## config.mk

```make
export PLATFORM = sky130hd
export DESIGN_NAME = free_play_engine
export DESIGN_NICKNAME = d
export VERILOG_FILES = /design/src/rtl/free_play_engine.sv
export SDC_FILE = /design/constraint.sdc
export NUM_CORES = 1
export LEC_CHECK = 0
export ABC_AREA = 1
export BUFFER_PORTS_ARGS = -buffer_cell sky130_fd_sc_hd__buf_2
export CAP_MARGIN = 20
export CELL_PAD_IN_SITES_DETAIL_PLACEMENT = 1
export CELL_PAD_IN_SITES_GLOBAL_PLACEMENT = 1
export CORE_ASPECT_RATIO = 0.7
export CORE_MARGIN = 1.5
export CORE_UTILIZATION = 35
export DETAILED_ROUTE_END_ITERATION = 10
export PLACE_DENSITY = 0.74
export SYNTH_ARGS = -nofsm -noshare
export SYNTH_HDL_FRONTEND = slang
export SYNTH_HIERARCHICAL = 1
export SYNTH_SLANG_ARGS = --single-unit
export TNS_END_PERCENT = 5
```

## constraint.sdc

```tcl
create_clock -name clk -period 7.8 [get_ports clk]
set_input_delay 1.56 -clock clk [delete_from_list [all_inputs] [get_ports clk]]
set_output_delay 1.56 -clock clk [all_outputs]
set_load 0.02 [all_outputs]
```

## src/rtl/free_play_engine.sv

```systemverilog
// Free-play mode: debounced note keys and octave buttons drive a priority-selected
// square-wave tone with octave shift and an optional sustain tail.

module free_play_debounce #(
  parameter int W = 1,
  parameter int D = 2
) (
  input  logic         clk,
  input  logic         rst,
  input  logic [W-1:0] raw_i,
  output logic [W-1:0] db_o
);
  localparam int CW = $clog2(D);

  logic [W-1:0]  s1_q, s2_q, prev_q, db_q, db_d;
  logic [CW-1:0] cnt_q, cnt_d;
  logic          diff;

  always_comb begin
    // NOTE: every comb output gets a default first so no path can infer a latch.
    cnt_d = cnt_q;
    db_d  = db_q;
    diff  = (s2_q != prev_q);
    if (diff)                        cnt_d = '0;
    else if (cnt_q != CW'(D - 1))    cnt_d = cnt_q + CW'(1);
    // Commit on the cycle the stable count reaches D-1.
    if (!diff && cnt_q == CW'(D - 2)) db_d = s2_q;
  end

  // NOTE: all state uses non-blocking so each register samples pre-edge values.
  always_ff @(posedge clk) begin
    if (rst) begin
      s1_q   <= '0;
      s2_q   <= '0;
      prev_q <= '0;
      db_q   <= '0;
      cnt_q  <= '0;
    end else begin
      s1_q   <= raw_i;
      s2_q   <= s1_q;
      prev_q <= s2_q;
      db_q   <= db_d;
      cnt_q  <= cnt_d;
    end
  end

  assign db_o = db_q;
endmodule

module free_play_engine #(
  parameter int CLK_HZ       = 100_000_000,
  parameter int NUM_KEYS     = 8,
  parameter int OCT_LEVELS   = 3,
  parameter int OCT_DEFAULT  = 1,
  parameter int DEBOUNCE_CYC = 2_000_000,
  parameter int SUSTAIN_CYC  = 25_000_000
) (
  input  logic                clk,
  input  logic                rst,
  input  logic [NUM_KEYS-1:0] keys,
  input  logic                oct_up,
  input  logic                oct_down,
  input  logic                sustain_en,
  output logic                buzzer,
  output logic [3:0]          note_idx,
  output logic [1:0]          octave,
  output logic [NUM_KEYS-1:0] led,
  output logic                playing
);
  localparam int         TW      = $clog2(CLK_HZ / 523 + 1);
  localparam int         SW      = $clog2(SUSTAIN_CYC + 1);
  localparam logic [1:0] OCT_MAX = 2'(OCT_LEVELS - 1);

  function automatic logic [TW-1:0] calc_half(input int i);
    logic [63:0] f_mhz;
    case (i)
      0:       f_mhz = 64'd261626;
      1:       f_mhz = 64'd293665;
      2:       f_mhz = 64'd329628;
      3:       f_mhz = 64'd349228;
      4:       f_mhz = 64'd391995;
      5:       f_mhz = 64'd440000;
      6:       f_mhz = 64'd493883;
      default: f_mhz = 64'd523251;
    endcase
    return TW'((64'(CLK_HZ) * 64'd1000) / (64'd2 * f_mhz));
  endfunction

  localparam logic [TW-1:0] BASE_HALF [8] = '{
    calc_half(0), calc_half(1), calc_half(2), calc_half(3),
    calc_half(4), calc_half(5), calc_half(6), calc_half(7)
  };

  typedef enum logic [1:0] {S_IDLE, S_PLAY, S_SUSTAIN} state_t;

  logic [NUM_KEYS-1:0] key_db;
  logic [1:0]          btn_db, btn_prev_q;
  state_t              state_q, state_d;
  logic [2:0]          note_q, key_sel;
  logic                key_hit, restart, up_p, dn_p, tone_wrap;
  logic [TW-1:0]       tone_cnt_q, half;
  logic [SW-1:0]       sus_cnt_q;
  logic [1:0]          octave_q;
  logic                buzzer_q, playing_q;
  logic [3:0]          note_idx_q;
  logic [NUM_KEYS-1:0] led_q;

  free_play_debounce #(.W(NUM_KEYS), .D(DEBOUNCE_CYC)) u_key_db (
    .clk(clk), .rst(rst), .raw_i(keys), .db_o(key_db)
  );

  free_play_debounce #(.W(2), .D(DEBOUNCE_CYC)) u_btn_db (
    .clk(clk), .rst(rst), .raw_i({oct_up, oct_down}), .db_o(btn_db)
  );

  assign up_p = btn_db[1] & ~btn_prev_q[1];
  assign dn_p = btn_db[0] & ~btn_prev_q[0];

  always_comb begin
    key_hit = 1'b0;
    key_sel = '0;
    // Descending scan so the lowest set index is the last to win.
    for (int i = NUM_KEYS - 1; i >= 0; i--) begin
      if (key_db[i]) begin
        key_hit = 1'b1;
        key_sel = 3'(i);
      end
    end
  end

  assign half      = BASE_HALF[note_q] >> octave_q;
  assign tone_wrap = (tone_cnt_q >= half - TW'(1));
  assign restart   = key_hit && (state_q != S_PLAY || key_sel != note_q);

  always_comb begin
    state_d = state_q;
    case (state_q)
      S_IDLE:    if (key_hit) state_d = S_PLAY;
      S_PLAY:    if (!key_hit) state_d = sustain_en ? S_SUSTAIN : S_IDLE;
      S_SUSTAIN: begin
        if (key_hit)                             state_d = S_PLAY;
        else if (!sustain_en || sus_cnt_q == '0) state_d = S_IDLE;
      end
      default:   state_d = S_IDLE;
    endcase
  end

  always_ff @(posedge clk) begin
    if (rst) begin
      state_q    <= S_IDLE;
      btn_prev_q <= '0;
      octave_q   <= 2'(OCT_DEFAULT);
      note_q     <= '0;
      tone_cnt_q <= '0;
      sus_cnt_q  <= '0;
      buzzer_q   <= 1'b0;
      note_idx_q <= '0;
      led_q      <= '0;
      playing_q  <= 1'b0;
    end else begin
      state_q    <= state_d;
      btn_prev_q <= btn_db;
      if (up_p && !dn_p && octave_q != OCT_MAX)    octave_q <= octave_q + 2'd1;
      else if (dn_p && !up_p && octave_q != 2'd0)  octave_q <= octave_q - 2'd1;

      if (state_q == S_PLAY && state_d == S_SUSTAIN) sus_cnt_q <= SW'(SUSTAIN_CYC - 1);
      else if (state_q == S_SUSTAIN && sus_cnt_q != '0) sus_cnt_q <= sus_cnt_q - SW'(1);

      if (state_d == S_IDLE) begin
        tone_cnt_q <= '0;
        buzzer_q   <= 1'b0;
        note_idx_q <= '0;
        led_q      <= '0;
        playing_q  <= 1'b0;
      end else if (restart) begin
        note_q     <= key_sel;
        tone_cnt_q <= '0;
        buzzer_q   <= 1'b0;
        note_idx_q <= 4'(key_sel) + 4'd1;
        led_q      <= NUM_KEYS'(1) << key_sel;
        playing_q  <= 1'b1;
      end else if (tone_wrap) begin
        tone_cnt_q <= '0;
        buzzer_q   <= ~buzzer_q;
      end else begin
        tone_cnt_q <= tone_cnt_q + TW'(1);
      end
    end
  end

  assign buzzer   = buzzer_q;
  assign note_idx = note_idx_q;
  assign octave   = octave_q;
  assign led      = led_q;
  assign playing  = playing_q;
endmodule

```

==> metrics <==
TNS Setup 0 ps; Antenna diodes 0; Max-Cap Viols 0; ANT nets after route 0; gpl congestion around 0.79; number of global-route vias before repair 7733; relative max-transition margin 0.561; Initial DRT Pass Iterations 5; Placed Cells roughly 1600; Non-Filler Instances roughly 1600; crit-path max cell delay between 700 and 800 ps; sequence of cells on the critical path inv_1 > o21ai_1 > ha_1 > nand3_1 > a21oi_2 > nand2_1 > o21ai_1 > ha_1 > nand2_1 > inv_1 > nand2_1 > inv_1 > nand2_1 > nand2_1 > nand2_1 > nand4_1 > nand3b_4 > nor2_1; final worst slack between 4000 and 5000 ps; syn nets around 1300; Synth cell types between 50 and 60; Achievable Freq between 200 and 300 MHz; Syn. warnings 6; CP most frequent cell nand2_1; Synth area leaders dfxtp_1 (35%), nand2_1 (12%), nor2_1 (8.5%); final setup fails 0; clock buffer depth 2; Syn-to-layout area delta 11.9%; CTS Hold Bufs 0; pwr/cell area ~180 mW/mm2; Multi-input gate area approximately 0.0047 mm2; H-Tree Depth 4; chip width roughly 190 um; global-route wire length before repair about 37 mm; Final period util 0.487; Max Slew Vio Count 0; largest net degree at the start of global routing 49; Placed Instance Area between 0.008 and 0.009 mm2; Total GRT Usage 0.182; DR vias 7519; status complete, no violations; critical path arrival about 4200 ps; clock skew around 11 ps; drt via density around 4.7; Synth Instances 1238; Hold Path Class reg2reg; fill cell count 3095; Yosys reg bits ~150; cell area after synthesis approximately 0.0085 mm2; Clk Tree Root Cell clkbuf_16; Synth async-reset ratio 0; Synth top area share 0.348; GRT overflow 0; post_cts resized 0; Peak VDD IR ~0.14 mV; clock sink count about 150; pre-CTS WS 3970 ps; RSZ-0062 raised after global routing no; CP endpoint kind flip-flop; post-CTS setup buffer count 0; wire per inst between 10 and 15 um; sequential fraction of the synthesis area 0.348; Core Box Area 0.0238 mm2; syn_area_per_cell slightly below 7 um2; TritonCTS clock tree yes; drc violations 0; clk slew on worst S/H paths ~60 ps; PortBufs 28; Period minus WS final roughly 3800 ps; cell row count 47; Skew-Pair Late Insertion Delay 440 ps; io pins 29; worst endpoint required time 8160 ps; P_leak between 4 and 5 nW; Slowest cell on crit path dfxtp_1; Crit Path Class reg2reg; die height 133 um; initial core utilization 0.358; Die ar. roughly 0.025 mm2; startpoint types flip-flop; Num CTS Buffers 17; top_reg_cell synth dfxtp_1; post-layout util 0.401; EDFF count, synth 0; Nets 1311; crit path max fanout 20; Synth area leader dfxtp_1; share of post-route cells with drive strength above 1 0.134; register area between 0.002 and 0.003 mm2; Least-Margin Pin Slew 658 ps; antenna violations before repair 0; Detailed Route Iter0 Violations 357; post-detail-place hpwl between 15 and 20 mm; WL final about 21 mm; cell area after layout between 0.009 and 0.01 mm2; Hold Vio Cnt, Final 0
[power by group]
part	internal, mW	switching (mW)
registers	0.763	0.00453
logic	0.0143	0.0340
clock network	0.550	0.351
total	1.33	0.389
[logic make-up after synthesis]
kind of cell / Yosys count / synth area share
compound gates: 148 / 0.100
xor+xnor: 43 / 0.0443
fa+ha+maj: 38 / 0.0559
buf+inv: 209 / 0.101
flops: 148 / 0.348
mux: 2 / 0.00235
simple gates: 650 / 0.348
[critical path, delay by kind of cell (launching register included)]
| kind | cells | cell delay [ps] |
|---|---|---|
| AO/OA/AOI/OAI | 3 | 640 |
| adder cells (fa/ha/maj) | 2 | 480 |
| buffers and inverters | 3 | 580 |
| flip-flops | 1 | 740 |
| AND/OR/NAND/NOR | 10 | 1260 |
[per-stage QoR]
stage | power, mW | hold slack, ps
floorplan | 0.823 | 388
global route | 1.79 | 422
CTS | 1.75 | 408
global placement | 0.832 | 391
detailed placement | 0.834 | 397
finish | 1.72 | 403
[Yosys cell counts (2+ instances only)]
cell	instances
a21oi_1	48
a21oi_2	15
a31oi_1	6
buf_2	6
buf_4	3
buf_6	6
clkbuf_1	8
dfxtp_1	148
ha_1	38
inv_1	156
inv_2	26
mux2i_1	2
nand2_1	276
nand2_2	12
nand2_4	5
nand3_1	70
nand3_2	8
nand3b_1	8
nand4_1	21
nand4_2	2
nor2_1	193
nor2_2	26
nor2_4	6
nor3_1	10
o211ai_1	6
o21a_1	4
o21ai_0	50
o21ai_1	12
o21ai_2	3
or2_0	2
xnor2_1	18
xor2_1	25
[path summary, 6_finish.rpt]
kind,start,end,slack [ps],cells past startpoint
worst max-delay path,octave[1],tone_cnt_q[17],4000,18
worst min-delay path,u_btn_db/s1_q[0],u_btn_db/s2_q[0],400,2
worst max register to register,octave[1],tone_cnt_q[17],4000,18
worst min register to register,u_btn_db/s1_q[0],u_btn_db/s2_q[0],400,2
[cell type report]
| cell class | count | share of cell area |
|---|---|---|
| clock inverter | 13 | 0.0206 |
| inverter | 183 | 0.0722 |
| tap | 318 | 0.0418 |
| timing repair buffer | 29 | 0.0155 |
| sequential | 148 | 0.311 |
| clock buffer | 19 | 0.0465 |
| multi-input combinational | 881 | 0.492 |
[placed cells by master (no fill, tap or decap), drive strengths merged, types with 9 or more instances in the layout]
cell,instances
a21oi,63
nor2,226
nand3b,9
dfxtp,148
nand2,293
buf,29
ha,38
xnor2,18
nor3,12
xor2,25
nand4,23
inv,186
clkbuf,19
nand3,79
o21ai,65
[layer usage]
layer,vias up,track usage,part of all wire
li1,3940,-,-
met1,3508,0.254,0.53
met2,63,0.284,0.43
met3,8,0.0424,0.029
met4,0,0.0410,0.0070
met5,-,0,0
[flip-flops by register name, summed over array words and instances (netlist names)]
register	count
buzzer	1
playing	1
u_key_db/s2_q	8
btn_prev_q	2
u_btn_db/prev_q	2
u_key_db/db_o	8
u_btn_db/db_o	2
u_key_db/prev_q	8
note_q	3
u_btn_db/cnt_q	21
note_idx	4
u_btn_db/s2_q	2
octave	2
tone_cnt_q	18
led	8
u_key_db/s1_q	8
u_key_db/cnt_q	21
u_btn_db/s1_q	2
sus_cnt_q	25
state_q	2
(Power assumes the default switching activity.)
